$ cat src/rtl/falco_mem_arbiter.sv
// ----------------------------------------------------------------------------
// falco_mem_arbiter
//
// Purpose:
//   Shares one memory port between the core's three requesters: instruction
//   fetch (IF), load (LD) and store (ST). At most one request is issued per
//   cycle. Reads are remembered in an in-order tag FIFO so that each read
//   response can be sent back to the requester that issued it. Stores are
//   posted, and the store port gets a one-cycle acknowledge pulse on the cycle
//   after the store is accepted.
//
// Parameters:
//   ADDR_W       request address width
//   DATA_W       data width (BE_W = DATA_W/8 byte enables)
//   MAX_OUTST    maximum outstanding reads, which is also the tag FIFO depth
//                (power of 2, >= 2)
//   STARVE_LIMIT number of waiting cycles before a fetch is promoted (1..15)
//
// Ports:
//   clk, rst_n                  clock; asynchronous active-low reset
//   if_req_* / if_resp_*        fetch request (valid/ready/addr) and response
//   ld_req_* / ld_resp_*        load request (valid/ready/addr) and response
//   st_req_* / st_resp_valid    store request (valid/ready/addr/data/be) and ack
//   mem_req_*                   shared memory request (valid/ready/we/addr/
//                               wdata/be)
//   mem_resp_valid/_rdata       in-order read data returned by the memory
//   err_unexp_resp              sticky flag: a response arrived while no read
//                               was outstanding
//
// Configuration macro:
//   FALCO_ARB_STARVE_EN  when defined, a waiting fetch is promoted above LD
//                        and ST once it has waited STARVE_LIMIT cycles. When
//                        undefined there is no starvation counter and the
//                        priority is strictly LD > ST > IF.
// ----------------------------------------------------------------------------
module falco_mem_arbiter #(
  parameter int  ADDR_W       = 32,
  parameter int  DATA_W       = 32,
  parameter int  MAX_OUTST    = 4,
  parameter int  STARVE_LIMIT = 4,
  localparam int BE_W         = DATA_W / 8
) (
  input  logic              clk,
  input  logic              rst_n,

  input  logic              if_req_valid,
  output logic              if_req_ready,
  input  logic [ADDR_W-1:0] if_req_addr,
  output logic              if_resp_valid,
  output logic [DATA_W-1:0] if_resp_data,

  input  logic              ld_req_valid,
  output logic              ld_req_ready,
  input  logic [ADDR_W-1:0] ld_req_addr,
  output logic              ld_resp_valid,
  output logic [DATA_W-1:0] ld_resp_data,

  input  logic              st_req_valid,
  output logic              st_req_ready,
  input  logic [ADDR_W-1:0] st_req_addr,
  input  logic [DATA_W-1:0] st_req_data,
  input  logic [BE_W-1:0]   st_req_be,
  output logic              st_resp_valid,

  output logic              mem_req_valid,
  input  logic              mem_req_ready,
  output logic              mem_req_we,
  output logic [ADDR_W-1:0] mem_req_addr,
  output logic [DATA_W-1:0] mem_req_wdata,
  output logic [BE_W-1:0]   mem_req_be,

  input  logic              mem_resp_valid,
  input  logic [DATA_W-1:0] mem_resp_rdata,

  output logic              err_unexp_resp
);

  localparam int PTR_W = (MAX_OUTST > 1) ? $clog2(MAX_OUTST) : 1;
  localparam int CNT_W = $clog2(MAX_OUTST + 1);

  localparam logic [CNT_W-1:0] FULL_CNT = CNT_W'(MAX_OUTST);

  // Tag values stored in the FIFO for each outstanding read.
  localparam logic TAG_IF = 1'b0;
  localparam logic TAG_LD = 1'b1;

  // Which requester owns the memory port this cycle.
  typedef enum logic [1:0] {
    GNT_NONE = 2'd0,
    GNT_IF   = 2'd1,
    GNT_LD   = 2'd2,
    GNT_ST   = 2'd3
  } grant_e;

  grant_e grant;

  // Tag FIFO storage and bookkeeping.
  logic [MAX_OUTST-1:0] tag_mem;
  logic [PTR_W-1:0]     wr_ptr;
  logic [PTR_W-1:0]     rd_ptr;
  logic [CNT_W-1:0]     tag_cnt;

  logic fifo_empty;
  logic fifo_full;
  logic head_tag;
  logic push;
  logic pop;

  logic rd_eligible;
  logic if_elig;
  logic ld_elig;
  logic st_elig;
  logic promote;

  logic if_hs;
  logic ld_hs;
  logic st_hs;

  logic st_resp_q;
  logic err_q;

  // --------------------------------------------------------------------------
  // FIFO status and eligibility
  // --------------------------------------------------------------------------
  assign fifo_empty = (tag_cnt == '0);
  assign fifo_full  = (tag_cnt == FULL_CNT);
  assign head_tag   = tag_mem[rd_ptr];

  // A response only retires a read when one is actually outstanding; a
  // response against an empty FIFO is dropped and flagged instead.
  assign pop = mem_resp_valid && !fifo_empty;

  // A pop in the same cycle frees a slot, so a read may still issue while
  // the FIFO is full as long as a response is retiring the head.
  assign rd_eligible = !fifo_full || pop;

  assign if_elig = if_req_valid && rd_eligible;
  assign ld_elig = ld_req_valid && rd_eligible;
  assign st_elig = st_req_valid;

  // --------------------------------------------------------------------------
  // Fetch starvation counter and promotion
  // --------------------------------------------------------------------------
`ifdef FALCO_ARB_STARVE_EN
  localparam logic [3:0] STARVE_LIM = 4'(STARVE_LIMIT);

  logic [3:0] starve_cnt;

  // Promotion looks at the registered count, so it applies on the cycle
  // after the count reaches the limit.
  assign promote = (starve_cnt >= STARVE_LIM);

  // Counts consecutive cycles a fetch has been waiting. The count restarts
  // whenever the fetch is accepted or withdraws its request, and saturates
  // at 15 so a long wait cannot wrap back into the unpromoted range.
  always_ff @(posedge clk or negedge rst_n) begin
    if (!rst_n) begin
      starve_cnt <= '0;
    end else if (!if_req_valid || if_hs) begin
      starve_cnt <= '0;
    end else if (starve_cnt != 4'hF) begin
      starve_cnt <= starve_cnt + 4'd1;
    end
  end
`else
  // Without the counter the limit has no effect; fetch can starve.
  logic unused_starve_limit;
  assign unused_starve_limit = (STARVE_LIMIT > 0);
  assign promote             = 1'b0;
`endif

  // --------------------------------------------------------------------------
  // Grant selection
  // --------------------------------------------------------------------------
  // Base order is LD > ST > IF; a promoted fetch jumps to the front. Nothing
  // is granted while reset is asserted so that all readies stay low then.
  always_comb begin
    grant = GNT_NONE;
    if (rst_n) begin
      if (promote && if_elig) begin
        grant = GNT_IF;
      end else if (ld_elig) begin
        grant = GNT_LD;
      end else if (st_elig) begin
        grant = GNT_ST;
      end else if (if_elig) begin
        grant = GNT_IF;
      end
    end
  end

  // --------------------------------------------------------------------------
  // Memory request mux and per-requester ready
  // --------------------------------------------------------------------------
  // Only the granted requester sees the memory's ready. Write data and byte
  // enables are driven only for stores and held at zero for reads.
  always_comb begin
    mem_req_valid = 1'b0;
    mem_req_we    = 1'b0;
    mem_req_addr  = '0;
    mem_req_wdata = '0;
    mem_req_be    = '0;
    if_req_ready  = 1'b0;
    ld_req_ready  = 1'b0;
    st_req_ready  = 1'b0;
    case (grant)
      GNT_IF: begin
        mem_req_valid = 1'b1;
        mem_req_addr  = if_req_addr;
        if_req_ready  = mem_req_ready;
      end
      GNT_LD: begin
        mem_req_valid = 1'b1;
        mem_req_addr  = ld_req_addr;
        ld_req_ready  = mem_req_ready;
      end
      GNT_ST: begin
        mem_req_valid = 1'b1;
        mem_req_we    = 1'b1;
        mem_req_addr  = st_req_addr;
        mem_req_wdata = st_req_data;
        mem_req_be    = st_req_be;
        st_req_ready  = mem_req_ready;
      end
      default: begin
      end
    endcase
  end

  assign if_hs = (grant == GNT_IF) && mem_req_ready;
  assign ld_hs = (grant == GNT_LD) && mem_req_ready;
  assign st_hs = (grant == GNT_ST) && mem_req_ready;
  assign push  = if_hs || ld_hs;

  // --------------------------------------------------------------------------
  // Tag FIFO
  // --------------------------------------------------------------------------
  // Every accepted read records who issued it; responses come back in order
  // and retire the head. Push and pop together leave the count unchanged,
  // including when full: the head is read combinationally before the write
  // lands, so the shared slot is safe to reuse in that cycle.
  always_ff @(posedge clk or negedge rst_n) begin
    if (!rst_n) begin
      tag_mem <= '0;
      wr_ptr  <= '0;
      rd_ptr  <= '0;
      tag_cnt <= '0;
    end else begin
      if (push) begin
        tag_mem[wr_ptr] <= ld_hs ? TAG_LD : TAG_IF;
        wr_ptr          <= wr_ptr + PTR_W'(1);
      end
      if (pop) begin
        rd_ptr <= rd_ptr + PTR_W'(1);
      end
      if (push && !pop) begin
        tag_cnt <= tag_cnt + CNT_W'(1);
      end else if (pop && !push) begin
        tag_cnt <= tag_cnt - CNT_W'(1);
      end
    end
  end

  // --------------------------------------------------------------------------
  // Response routing
  // --------------------------------------------------------------------------
  // Data is forced to zero when the matching valid is low so that idle
  // outputs stay quiet regardless of what the memory drives.
  assign if_resp_valid = pop && (head_tag == TAG_IF);
  assign ld_resp_valid = pop && (head_tag == TAG_LD);
  assign if_resp_data  = if_resp_valid ? mem_resp_rdata : '0;
  assign ld_resp_data  = ld_resp_valid ? mem_resp_rdata : '0;

  // --------------------------------------------------------------------------
  // Store acknowledge and unexpected-response flag
  // --------------------------------------------------------------------------
  // Stores are posted: the acknowledge is a single registered pulse on the
  // cycle after the store handshake. The error flag is sticky until reset;
  // a reset also discards all outstanding tags, so any response still in
  // flight from before the reset will land here.
  always_ff @(posedge clk or negedge rst_n) begin
    if (!rst_n) begin
      st_resp_q <= 1'b0;
      err_q     <= 1'b0;
    end else begin
      st_resp_q <= st_hs;
      if (mem_resp_valid && fifo_empty) begin
        err_q <= 1'b1;
      end
    end
  end

  assign st_resp_valid  = st_resp_q;
  assign err_unexp_resp = err_q;

endmodule

$ cat config.mk
export PLATFORM = sky130hd
export DESIGN_NAME = falco_mem_arbiter
export DESIGN_NICKNAME = d
export VERILOG_FILES = /design/src/rtl/falco_mem_arbiter.sv
export SDC_FILE = /design/constraint.sdc
export NUM_CORES = 1
export LEC_CHECK = 0
export CAP_MARGIN = 20
export CORE_AREA = 2 2 123 125
export CTS_CLUSTER_DIAMETER = 120
export DETAILED_ROUTE_END_ITERATION = 7
export DIE_AREA = 0 0 125 127
export GPL_ROUTABILITY_DRIVEN = 0
export GPL_TIMING_DRIVEN = 0
export HOLD_SLACK_MARGIN = 0.02
export MAX_ROUTING_LAYER = met4
export REMOVE_ABC_BUFFERS = 1
export SETUP_SLACK_MARGIN = 0.05
export SYNTH_ARGS = -nofsm -noshare
export SYNTH_HDL_FRONTEND = slang
export SYNTH_SLANG_ARGS = --single-unit
$ cat constraint.sdc
create_clock -name clk -period 7.41 [get_ports clk]
set_clock_uncertainty 0.05 [all_clocks]
set_input_delay 1.482 -clock clk [delete_from_list [all_inputs] [get_ports clk]]
set_output_delay 1.482 -clock clk [all_outputs]
set_load 0.1 [all_outputs]
==> out/metrics.yaml <==
run_status: "finished, final reports clean"
clkTransAtPathRegs_ns: 0.05
routed_wl_um: 12400
post_synth_xor_area_fraction_pct: 2.34
cts_inserted_buffers: 3
hold_path.class: "flop to flop"
start_kind: "input port"
timing.critical_path.required_ns: 5.88
timing.critical_path.max_delay_family: "buffers and inverters"
setup.worst_path.class: "input port to output pin"
crit_path_max_incr_delay_ns: 1.21
floorplan.die.height_um: 127
dominant_combinational_cell_family_by_area_after_synthesis: "simple AND/OR/NAND/NOR gates"
regToRegSetupSlack_ns: 4.46
dr_total_vias: 3345
cts_root_buffer: "sky130_fd_sc_hd__clkbuf_16"
power_leakage_nw: 2.15
grt_pass1_vias: 3509
path_buf_inv: 4
grt_max_degree: 39
cts-hold-fix-buffers: 0
num_rows: 44
dp.final_hpwl_um: 10300
dpl.cell_count: 768
netlist_top_cells_area: "sky130_fd_sc_hd__and2_1 (28%), sky130_fd_sc_hd__dfrtp_1 (14%), sky130_fd_sc_hd__a32oi_1 (12%)"
layout_setup_ws_ns: 0.499
num_antenna_cells: 0
r2r-start: "tag_cnt[0]"
final_cells: 772
maximum_root_to_sink_buffer_count: 2
drc_viols: 0
globalRoute.totalOverflow: 0
setup_repair_after_global_routing_missed_its_margin: "false"
gr-usage-all-layers_pct: 14.8
ir_worst_vdd_v: 0.0000822
cap_violations: 0
worstSetupPathDepth: 7
max_clock_freq_mhz: 145
fillCellCount: 1466
synth_compound_area_share_pct: 30.2
die_width_um: 125
synth_top_area_share_pct: 28.4
synth-simple-area-share_pct: 33.5
die_area_mm2: 0.0159
ys_types: 31
postCtsSetupBuffers: 0
io_pins: 312
utilization_after_layout_pct: 38.9
dpl_worst_slack_ns: 0.525
register_area_um2: 325
synth.yosys.seq_area_share_pct: 14.5
detailedRoute.firstIterationViolations: 142
finalSetupViolations: 0
first_pass_grt_wire_length_um: 18900
post_cts_resize_count: 0
yosys_warnings: 0
timing.critical_path.slowest_stage_cell: "sky130_fd_sc_hd__clkdlybuf4s50_1"
synth_adder_area_share_pct: 3.67
cp_max_fo: 20
synthesis.area_mm2: 0.00225
worst_hold_slack_ns: 0.408
finalCriticalPeriod_ns: 6.91
layout_worst_path_cycle_share_pct: 93.3
design.final.nets: 766
detail_route.first_pass.iterations: 4
worst_r2r_path_depth: 8
synth_seq_cells: 13
portBuffers: 311
drtAntennaViolNets: 0
detail_route.vias_per_cell: 4.33
clkSinkCount: 13
finalMaxSlewViolations: 0
synth_cells: 303
setup.worst_path.end: "mem_req_addr[22]"
relSlewSlack_pct: 29.2
cpMostUsedCell: "sky130_fd_sc_hd__clkdlybuf4s50_1"
timing.critical_path.from: "st_req_valid"
worst_ep_arrival_time_ns: 5.38
report.final.hold_viol_count: 0
yosys-mux-area-fraction_pct: 2.00
timing_worst_slew_pin_value_ns: 1.06
share_of_cells_above_drive_strength_1_pct: 3.57
cts_tree: "yes"
multi_input_combinational_cell_area_mm2: 0.00163
core_region_area_mm2: 0.0144
synth_area_leader_cell: "sky130_fd_sc_hd__and2_1"
crit_path_end_kind: "output pin"
clock_latency_ns: 0.24
htree_num_levels: 1
p_per_area_mw_per_mm2: 197
routedWlPerCell_um: 16.1
r2r-end: "tag_cnt[1]"
initial_core_util_pct: 15.6
number_of_antenna_violations_at_the_first_check_in_global_routing: 0
syn_area_per_cell_um2: 7.42
synthToLayoutAreaGrowth_pct: 150
cp_cell_instances: "clkdlybuf4s50_1, buf_16, nor2b_2, buf_8, a32oi_1, o32ai_1, clkdlybuf4s50_1"
==> sequential cells by signal, indices dropped and copies added, names as in the netlist <==
name,count
rd_ptr,2
err_unexp_resp,1
tag_mem,4
tag_cnt,3
st_resp_valid,1
wr_ptr,2
==> cells by family (layout without fill, tap and decap cells) <==
group,Yosys count,after routing
XOR/XNOR,6,6
flip-flops,13,13
buffers and inverters,76,361
AND/OR/NAND/NOR,120,120
AO/OA/AOI/OAI,79,79
adder cells (fa/ha/maj),6,6
multiplexers,3,3
==> placed cells by master (no fill, tap or decap), drive strengths merged <==
cell type,count
ha,5
nand2,1
a21oi,1
o211ai,1
buf,4
nor3,2
mux2,2
xnor2,3
o21a,1
o21ai,5
clkinv,1
o211a,1
nor4b,1
inv,42
nand3,1
nor2b,6
and4,1
a21o,1
and2,102
clkbuf,3
xor2,3
o32ai,32
mux4,1
a32oi,32
clkdlybuf4s50,311
a41oi,4
o31ai,1
nor2,5
fa,1
dfrtp,13
or4b,1
==> how the worst min path moves through the flow <==
| stage | from | end | slack [ns] | depth (start not counted) |
|---|---|---|---|---|
| global placement | err_unexp_resp | err_unexp_resp | 0.39 | 1 |
| detailed placement | err_unexp_resp | err_unexp_resp | 0.40 | 1 |
| CTS | err_unexp_resp | err_unexp_resp | 0.42 | 1 |
| finish | err_unexp_resp | err_unexp_resp | 0.41 | 1 |
| global route | err_unexp_resp | err_unexp_resp | 0.44 | 1 |
| floorplan | rd_ptr[1] | rd_ptr[1] | 0.40 | 1 |
==> cell usage after synthesis <==
master,instances
sky130_fd_sc_hd__o211ai_2,1
sky130_fd_sc_hd__o21a_1,1
sky130_fd_sc_hd__nor3_1,2
sky130_fd_sc_hd__nor2b_1,6
sky130_fd_sc_hd__nor4b_2,1
sky130_fd_sc_hd__o21ai_1,5
sky130_fd_sc_hd__or4b_1,1
sky130_fd_sc_hd__fa_1,1
sky130_fd_sc_hd__o32ai_1,32
sky130_fd_sc_hd__dfrtp_1,13
sky130_fd_sc_hd__nand2_1,1
sky130_fd_sc_hd__clkbuf_1,24
sky130_fd_sc_hd__mux2_1,1
sky130_fd_sc_hd__ha_1,5
sky130_fd_sc_hd__xnor2_1,3
sky130_fd_sc_hd__buf_2,8
sky130_fd_sc_hd__mux2_2,1
sky130_fd_sc_hd__a21oi_2,1
sky130_fd_sc_hd__mux4_2,1
sky130_fd_sc_hd__and2_1,102
sky130_fd_sc_hd__o211a_1,1
sky130_fd_sc_hd__a41oi_1,4
sky130_fd_sc_hd__buf_6,2
sky130_fd_sc_hd__o31ai_2,1
sky130_fd_sc_hd__and4_4,1
sky130_fd_sc_hd__a21o_1,1
sky130_fd_sc_hd__nand3_2,1
sky130_fd_sc_hd__nor2_1,5
sky130_fd_sc_hd__xor2_1,3
sky130_fd_sc_hd__inv_1,42
sky130_fd_sc_hd__a32oi_1,32
==> where the power goes <==
part	internal, mW	switching, mW	total [mW]
clock	0.0718	0.0306	0.102
combinational	0.269	0.611	0.880
sequential	0.0940	0.0297	0.124
total	0.435	0.672	1.11
==> worst register-to-register path, stage by stage, from the launching register on <==
cell and delay [ns]:
sky130_fd_sc_hd__dfrtp_1 0.47, sky130_fd_sc_hd__or4b_2 0.88, sky130_fd_sc_hd__buf_12 0.26, sky130_fd_sc_hd__o211ai_2 0.12
sky130_fd_sc_hd__inv_1 0.08, sky130_fd_sc_hd__ha_1 0.23, sky130_fd_sc_hd__inv_1 0.08, sky130_fd_sc_hd__fa_1 0.40
sky130_fd_sc_hd__mux2_2 0.27
==> metrics by stage <==
stage	power (mW)	TNS (ns)	area, um^2
after floorplan	0.731	0	2100
after global placement	0.985	-25.63	5440
after detailed placement	1.01	0	5540
after CTS	1.12	0	5620
after global routing	1.16	0	5620
final	1.11	0	5620
==> final cells by class <==
type | instances | share of cell area (%)
clock buffers | 3 | 1.34
clock inverters | 1 | 0.0891
inverters | 42 | 2.81
multi-input cells | 214 | 29.1
flip-flops and latches | 13 | 5.79
well taps | 184 | 4.10
repair buffers | 315 | 56.8
==> routing by layer <==
layer	up-vias	part of all wire (%)	track usage, %
met1	1557	42	18.0
li1	1651	-	-
met4	0	1.2	2.48
met5	-	0	-
met2	125	53	26.7
met3	12	4.1	1.80
Power figures use the tool's default switching activity.
